==> src/rtl/main_fsm_ext.sv <==
// main_fsm_ext: multi-cycle RV32 control FSM with JALR, the full branch set,
// an optional multi-cycle mul/div path, memory wait states, a sticky illegal
// instruction trap and a per-instruction retire strobe.
module main_fsm_ext #(
   parameter logic MEM_WAIT_EN = 1'b1,
   parameter logic MULDIV_EN   = 1'b1,
   parameter logic TRAP_EN     = 1'b1
) (
   input  logic       clk,
   input  logic       reset,
   input  logic [6:0] op,
   input  logic [2:0] funct3,
   input  logic       funct7_0,
   input  logic       mem_ready,
   input  logic       alu_done,
   output logic [1:0] ALUSrcA,
   output logic [1:0] ALUSrcB,
   output logic [1:0] ALUOp,
   output logic [1:0] ResultSrc,
   output logic       AdrSrc,
   output logic       IRWrite,
   output logic       PCUpdate,
   output logic       RegWrite,
   output logic       MemWrite,
   output logic       Branch,
   output logic [2:0] BranchCond,
   output logic       MulDivStart,
   output logic       Trap,
   output logic       InstrRetire,
   output logic [3:0] state
);

   typedef enum logic [3:0] {
      FETCH    = 4'd0,
      DECODE   = 4'd1,
      MEMADR   = 4'd2,
      MEMREAD  = 4'd3,
      MEMWB    = 4'd4,
      MEMWRITE = 4'd5,
      EXECR    = 4'd6,
      ALUWB    = 4'd7,
      EXECI    = 4'd8,
      JAL      = 4'd9,
      BRANCH   = 4'd10,
      UTYPE    = 4'd11,
      JALR     = 4'd12,
      MULDIV   = 4'd13,
      TRAP     = 4'd14,
      LINK     = 4'd15
   } state_t;

   localparam logic [6:0] OP_LW     = 7'b0000011;
   localparam logic [6:0] OP_SW     = 7'b0100011;
   localparam logic [6:0] OP_RTYPE  = 7'b0110011;
   localparam logic [6:0] OP_ITYPE  = 7'b0010011;
   localparam logic [6:0] OP_JAL    = 7'b1101111;
   localparam logic [6:0] OP_JALR   = 7'b1100111;
   localparam logic [6:0] OP_BRANCH = 7'b1100011;
   localparam logic [6:0] OP_AUIPC  = 7'b0010111;
   localparam logic [6:0] OP_LUI    = 7'b0110111;

   state_t cur_state;
   state_t next_state;
   state_t decode_next;
   logic   start_q;
   logic   mem_ok;

   // With single-cycle memory the ready handshake is ignored entirely.
   assign mem_ok = mem_ready | ~MEM_WAIT_EN;
   assign state  = cur_state;

   // State register, cleared straight to FETCH by reset.
   always_ff @(posedge clk or negedge reset) begin
      if (!reset) cur_state <= FETCH;
      else        cur_state <= next_state;
   end

   // Start flop marks the first MULDIV cycle so the unit sees a one-cycle pulse.
   always_ff @(posedge clk or negedge reset) begin
      if (!reset) start_q <= 1'b0;
      else        start_q <= (cur_state == DECODE) && (next_state == MULDIV);
   end

   // Opcode decode: where DECODE goes next; anything unrecognised is illegal.
   always_comb begin
      if (TRAP_EN) decode_next = TRAP;
      else         decode_next = FETCH;
      case (op)
         OP_LW, OP_SW: decode_next = MEMADR;
         OP_RTYPE: begin
            if (!funct7_0)     decode_next = EXECR;
            else if (MULDIV_EN) decode_next = MULDIV;
         end
         OP_ITYPE:  decode_next = EXECI;
         OP_JAL:    decode_next = JAL;
         OP_JALR:   decode_next = JALR;
         OP_BRANCH: begin
            if (funct3 != 3'b010 && funct3 != 3'b011) decode_next = BRANCH;
         end
         OP_AUIPC, OP_LUI: decode_next = UTYPE;
         default: ;
      endcase
   end

   // Next-state and output decode; every output starts at 0 in every state.
   always_comb begin
      next_state  = cur_state;
      ALUSrcA     = 2'b00;
      ALUSrcB     = 2'b00;
      ALUOp       = 2'b00;
      ResultSrc   = 2'b00;
      AdrSrc      = 1'b0;
      IRWrite     = 1'b0;
      PCUpdate    = 1'b0;
      RegWrite    = 1'b0;
      MemWrite    = 1'b0;
      Branch      = 1'b0;
      BranchCond  = 3'b000;
      MulDivStart = 1'b0;
      Trap        = 1'b0;
      InstrRetire = 1'b0;
      case (cur_state)
         FETCH: begin
            ALUSrcB   = 2'b10;
            ResultSrc = 2'b10;
            if (mem_ok) begin
               IRWrite    = 1'b1;
               PCUpdate   = 1'b1;
               next_state = DECODE;
            end
         end
         DECODE: begin
            ALUSrcA    = 2'b01;
            ALUSrcB    = 2'b01;
            next_state = decode_next;
         end
         MEMADR: begin
            ALUSrcA = 2'b10;
            ALUSrcB = 2'b01;
            if (op == OP_SW) next_state = MEMWRITE;
            else             next_state = MEMREAD;
         end
         MEMREAD: begin
            AdrSrc = 1'b1;
            if (mem_ok) next_state = MEMWB;
         end
         MEMWB: begin
            ResultSrc   = 2'b01;
            RegWrite    = 1'b1;
            InstrRetire = 1'b1;
            next_state  = FETCH;
         end
         MEMWRITE: begin
            AdrSrc   = 1'b1;
            MemWrite = 1'b1;
            if (mem_ok) begin
               InstrRetire = 1'b1;
               next_state  = FETCH;
            end
         end
         EXECR: begin
            ALUSrcA    = 2'b10;
            ALUOp      = 2'b10;
            next_state = ALUWB;
         end
         ALUWB: begin
            RegWrite    = 1'b1;
            InstrRetire = 1'b1;
            next_state  = FETCH;
         end
         EXECI: begin
            ALUSrcA    = 2'b10;
            ALUSrcB    = 2'b01;
            ALUOp      = 2'b10;
            next_state = ALUWB;
         end
         JAL: begin
            ALUSrcA    = 2'b01;
            ALUSrcB    = 2'b10;
            PCUpdate   = 1'b1;
            next_state = ALUWB;
         end
         BRANCH: begin
            ALUSrcA     = 2'b10;
            ALUOp       = 2'b01;
            Branch      = 1'b1;
            BranchCond  = funct3;
            InstrRetire = 1'b1;
            next_state  = FETCH;
         end
         UTYPE: begin
            ALUSrcA    = (op == OP_LUI) ? 2'b11 : 2'b01;
            ALUSrcB    = 2'b01;
            next_state = ALUWB;
         end
         JALR: begin
            ALUSrcA    = 2'b10;
            ALUSrcB    = 2'b01;
            ResultSrc  = 2'b10;
            PCUpdate   = 1'b1;
            next_state = LINK;
         end
         MULDIV: begin
            ALUSrcA     = 2'b10;
            ALUOp       = 2'b11;
            MulDivStart = start_q;
            if (alu_done) next_state = ALUWB;
         end
         TRAP: begin
            Trap = 1'b1;
         end
         LINK: begin
            ALUSrcA     = 2'b01;
            ALUSrcB     = 2'b10;
            ResultSrc   = 2'b10;
            RegWrite    = 1'b1;
            InstrRetire = 1'b1;
            next_state  = FETCH;
         end
      endcase
      if (!reset) begin
         next_state  = FETCH;
         IRWrite     = 1'b0;
         PCUpdate    = 1'b0;
         RegWrite    = 1'b0;
         MemWrite    = 1'b0;
         Branch      = 1'b0;
         MulDivStart = 1'b0;
         Trap        = 1'b0;
         InstrRetire = 1'b0;
      end
   end

endmodule

==> config.mk <==
export PLATFORM = sky130hd
export DESIGN_NAME = main_fsm_ext
export DESIGN_NICKNAME = d
export VERILOG_FILES = /design/src/rtl/main_fsm_ext.sv
export SDC_FILE = /design/constraint.sdc
export NUM_CORES = 1
export LEC_CHECK = 0
export BUFFER_PORTS_ARGS = -buffer_cell sky130_fd_sc_hd__buf_2
export CORE_UTILIZATION = 40
export DETAILED_ROUTE_END_ITERATION = 10
export PLACE_DENSITY = 0.77
export SLEW_MARGIN = 10
export SYNTH_ARGS = -nofsm -noshare
export SYNTH_HDL_FRONTEND = slang
export SYNTH_SLANG_ARGS = --single-unit
export TNS_END_PERCENT = 10
==> constraint.sdc <==
create_clock -name clk -period 1.5 [get_ports clk]
set_input_delay 0.3 -clock clk [delete_from_list [all_inputs] [get_ports clk]]
set_output_delay 0.3 -clock clk [all_outputs]
set_load 0.02 [all_outputs]
# Yosys cells after proc, flatten, opt, wreduce, memory -nomap -nowiden
# Index checks and enable logic that the tools add are counted.
# W data, S select, Z words.
[op_classes]
n_addsub = 0
order_cmp = 0
shift = 0
eq_ne = 27
n_mul = 0
n_div = 0
mux = 34
reduce_logical = 16
bitwise_logic = 0
[ops]
columns = ["op", "count"]
rows = [
  ["$eq A4 B4 Y1 const B", 9],
  ["$pmux W4 S9", 1],
  ["$pmux W4 S7", 1],
  ["$mux W4", 6],
  ["$eq A7 B6 Y1 const B", 3],
  ["$eq A7 B7 Y1 const B", 3],
  ["$eq A4 B3 Y1 const B", 4],
  ["$mux W1", 16],
  ["$eq A7 B5 Y1 const B", 2],
  ["$pmux W2 S3", 2],
  ["$reduce_or A3 Y1", 4],
  ["$reduce_or A2 Y1", 5],
  ["$mux W3", 3],
  ["$eq A4 B2 Y1 const B", 2],
  ["$pmux W2 S2", 2],
  ["$reduce_or A4 Y1", 2],
  ["$eq A7 B2 Y1 const B", 1],
  ["$ne A3 B2 Y1 const B", 2],
  ["$reduce_or A6 Y1", 1],
  ["$reduce_or A5 Y1", 1],
  ["$eq A4 B1 Y1 const B", 1],
  ["$logic_not A4 Y1", 1],
  ["$pmux W1 S2", 2],
  ["$logic_and A1 B1 Y1", 2],
  ["$mux W2", 1],
]
[totals]
output_inout_bits = 24
rom_bits = 0
ff_bits = 5
elab_cells = 79
n_memories = 0
in_bits = 15
mem_bits_rw = 0
latchBits = 0

# Logic depth before layout (Yosys ltp)
[depth]
word_depth = 8
ltp_mapped = 7
depth_no_buf = 5

# Worst setup path after synthesis
# No wires, ideal clock.
[synth_path]
path_type = "flip-flop to output port"
from = "reg cur_state[1], in the netlist state[1]"
to = "out ALUSrcA[1]"
required_ns = 1.200
stages_incl_launch_ff = 5
path_slack_ns = -0.484
n_path_buf = 2
t_arrival_ns = 1.684
path_cell_list = "dfrtp_1 buf_2 clkbuf_1 o21ai_0 a221oi_1"
[synth_via]
elab_chain_len = 3
[synth_rtl]
columns = ["element", "line", "rtl"]
rows = [
  ["from (decl)", "62", "state_t cur_state;"],
  ["from (signal assigned)", "75", "else cur_state <= next_state;"],
  ["$eq A4 B4 Y1, or another cell as far along", "122", "case (cur_state)"],
  ["$reduce_or A6 Y1 (no line) or $reduce_or A3 Y1 (tied branches)", "--", ""],
  ["$pmux W2 S3 (*)", "122", ""],
  ["to (decl)", "16", "output logic [1:0] ALUSrcA,"],
]
# Mark *: on every way between the ends. The rest lies on a longest branch, timed or not.

# Worst setup path in the final report
[layout_path]
from = "reg cur_state[0], in the netlist state[0]"
to = "out ALUSrcB[0]"
[layout_via]
elab_chain_len = 3
[layout_rtl]
columns = ["element", "line", "rtl"]
rows = [
  ["$eq A4 B1 Y1, or another cell as far along", "122", ""],
  ["$reduce_or A5 Y1 (no line) or $reduce_or A3 Y1 (tied branches)", "--", ""],
  ["$pmux W2 S2 (*)", "122", ""],
  ["to (decl)", "17", "output logic [1:0] ALUSrcB,"],
]
# Marks and branches as above.

==> impl_metrics.csv <==
group,metric,value,unit
placement,hpwlAfterDp,2630,µm
finish,drive_gt1_frac,0.607,
sta,max_freq,522,MHz
die,top_level_ports,39,
yosys,seq_area_frac_synth,0.141,
cts,cts_inserted_buffers,3,
sta,fin_ws,-0.415,ns
sta,final-max-slew-violation-count,0,
grt,grt_use_total,0.342,
critical_path,cp-end-kind,"primary output",
sta,relSlewSlack,0.750,
cts,htreeDepth,1,
yosys,ys.flop_type,"dfrtp_1",
power,powerDensity,1750,nW/µm²
yosys,synth_area,886,µm²
die,dieHeight,49.1,µm
finish,multiInputGateArea,862,µm²
grt,grt_first_pass_wirelength,6470,µm
worst_hold_path,holdCritPathClass,"in -> reg",
cts,clkSinkCount,5,
status,violations,"setup timing",
yosys,yosysMostFrequentCell,"o21ai_0",
power,vdd_drop_max,1200,µV
route,drt-vias-per-instance,6.36,
placement,dp_slack,-0.227,ns
yosys,ys_warn_count,0,
finish,regArea,130,µm²
yosys,synth_seq_cells,5,
finish,syn2layout_area_growth,98.2,%
route,vias,1564,
sta,period_needed,1.92,ns
yosys,synth_top_area_share,0.141,
yosys,yosysTopAreaCell,"dfrtp_1",
sta,tns,-7.12,ns
critical_path,cp.required,1.20,ns
route,wl_per_cell,18.9,µm
sta,hold_viol,0,
sta,worst_slew_pin_slew,0.375,ns
finish,antennaDiodeCount,0,
placement,port_buffers,38,
cts,cts-root-buf,"clkbuf_4",
grt,antenna_found_initial,0,
status,outcome,"finished, violations left",
route,ant_nets,0,
die,initial_utilization,0.438,
yosys,async_reset_ff_frac,1.00,
die,dieArea,2410,µm²
yosys,synth_area_leaders,"dfrtp_1, o21ai_0, a21oi_1",
yosys,syn-num-nets,149,
yosys,avgSynthCellArea,6.61,µm²
sta,setup_viol,24,
cts,clock_latency,0.24,ns
power,power,3.08,mW
finish,num-fill-cells,102,
critical_path,critPathArrivalTime,1.62,ns
cts,cts_tree,"built",
critical_path,path_max_fanout,7,
yosys,netlist-cell-type-count,44,
grt,grt_pass1_vias,1438,
yosys,synth.top_cells.by_count,"o21ai_0, nand2_1, nor2_1, a21oi_1",
die,fp.dieW,49.1,µm
die,fp-row-count,16,
finish,layout.nets,235,
yosys,synthCells,134,
sta,period_share,1.28,
yosys,synth-edff-count,0,
power,p_leak,0.808,nW
grt,grt_overflow,0,
sta,fin_skew,0.00910,ns
route,drt_pass1_iterations,4,
route,drc,0,
critical_path,worstSetupPathType,"reg -> out",
cts,cts_buffer_depth,2,
cts,clk_pin_slew_worst_paths,0.05,ns
route,drt_iter0_drc,72,
sta,rsz0062_at_grt,"yes",
placement,gp_congestion,0.900,
route,wl,4650,µm
critical_path,worst_setup_path_start_kind,"register",
sta,whs,0.448,ns
flow_run,cap_violations,0,
grt,grt_max_degree,11,
die,core_region_area,2020,µm²
-- worst paths after layout --
kind                       cells past startpoint  slack (ns)      from          to
min reg2reg                                    4        0.85  state[3]    state[3]
max reg2reg                                    7       -0.34  state[0]     start_q
max                                            6       -0.42  state[0]  ALUSrcB[0]
min in group asynchronous                      3        0.62     reset     start_q
max in group asynchronous                      3        0.66     reset    state[3]
min                                            4        0.45  alu_done    state[3]
-- kinds of logic (layout without fill, tap and decap cells) --
logic type	Yosys count	count (layout)	synth area share
compound gates	45	45	0.322
simple gates	67	67	0.435
xor+xnor	1	1	0.00989
flops	5	5	0.141
mux	1	1	0.0113
buf+inv	15	100	0.0805
-- through the flow --
stage,std cells,instance area [µm²],util
6_report,246,1760,0.868
5_1_grt,246,1760,0.868
4_1_cts,243,1660,0.821
3_5_place_dp,230,1440,0.711
3_3_place_gp,230,1440,0.711
2_1_floorplan,134,983,-
-- per-layer routing --
metal / global-route usage / vias up / wire [µm]
li1: - / 669 / -
met4: 0.181 / 0 / 404
met5: 0 / - / 0
met2: 0.644 / 153 / 2230
met1: 0.373 / 698 / 1600
met3: 0.0249 / 44 / 417
-- critical path: stages, from the launching register on --
cell and delay [ns]:
dfrtp_2 0.47, buf_4 0.18, buf_4 0.16, nor2_1 0.15, a21oi_2 0.05, o21ai_1 0.17, buf_4 0.19
-- layout by cell type, fill, tap and decap left out, types with 4 or more instances in the layout --
cell type,count
a21oi_2,5
a21oi_1,5
nand3_1,5
nor2_1,7
dfrtp_2,4
nand2_1,11
and2_1,4
buf_4,59
buf_2,20
buf_6,9
o21ai_1,6
o21ai_0,10
nand2b_1,4
o22ai_1,4
-- flip-flops by register name, summed over array words and instances (netlist names) --
| signal | count |
|---|---|
| state | 4 |
| start_q | 1 |
-- timing repair --
item / CTS / global route
buffers inserted: 8 / 3
hold endpoints to repair: 5 / 0
gates resized for setup: 38 / 20
pin swaps: 10 / 8
hold buffers: 1 / 0
setup endpoints to repair: 24 / 26
-- final cells by class --
| class | instances | share of cell area |
|---|---|---|
| Sequential cell | 5 | 0.0741 |
| Timing Repair Buffer | 91 | 0.390 |
| Clock buffer | 4 | 0.0150 |
| Tap cell | 27 | 0.0192 |
| Inverter | 5 | 0.0107 |
| Multi-Input combinational cell | 114 | 0.491 |
-- power by group --
group	total [mW]	switching (mW)	internal, mW	leakage (nW)
Clock	0.158	0.0574	0.101	0.0150
Combinational	2.63	1.41	1.22	0.732
Sequential	0.289	0.105	0.184	0.0614
Total	3.08	1.58	1.50	0.808
Power figures use the tool's default switching activity.
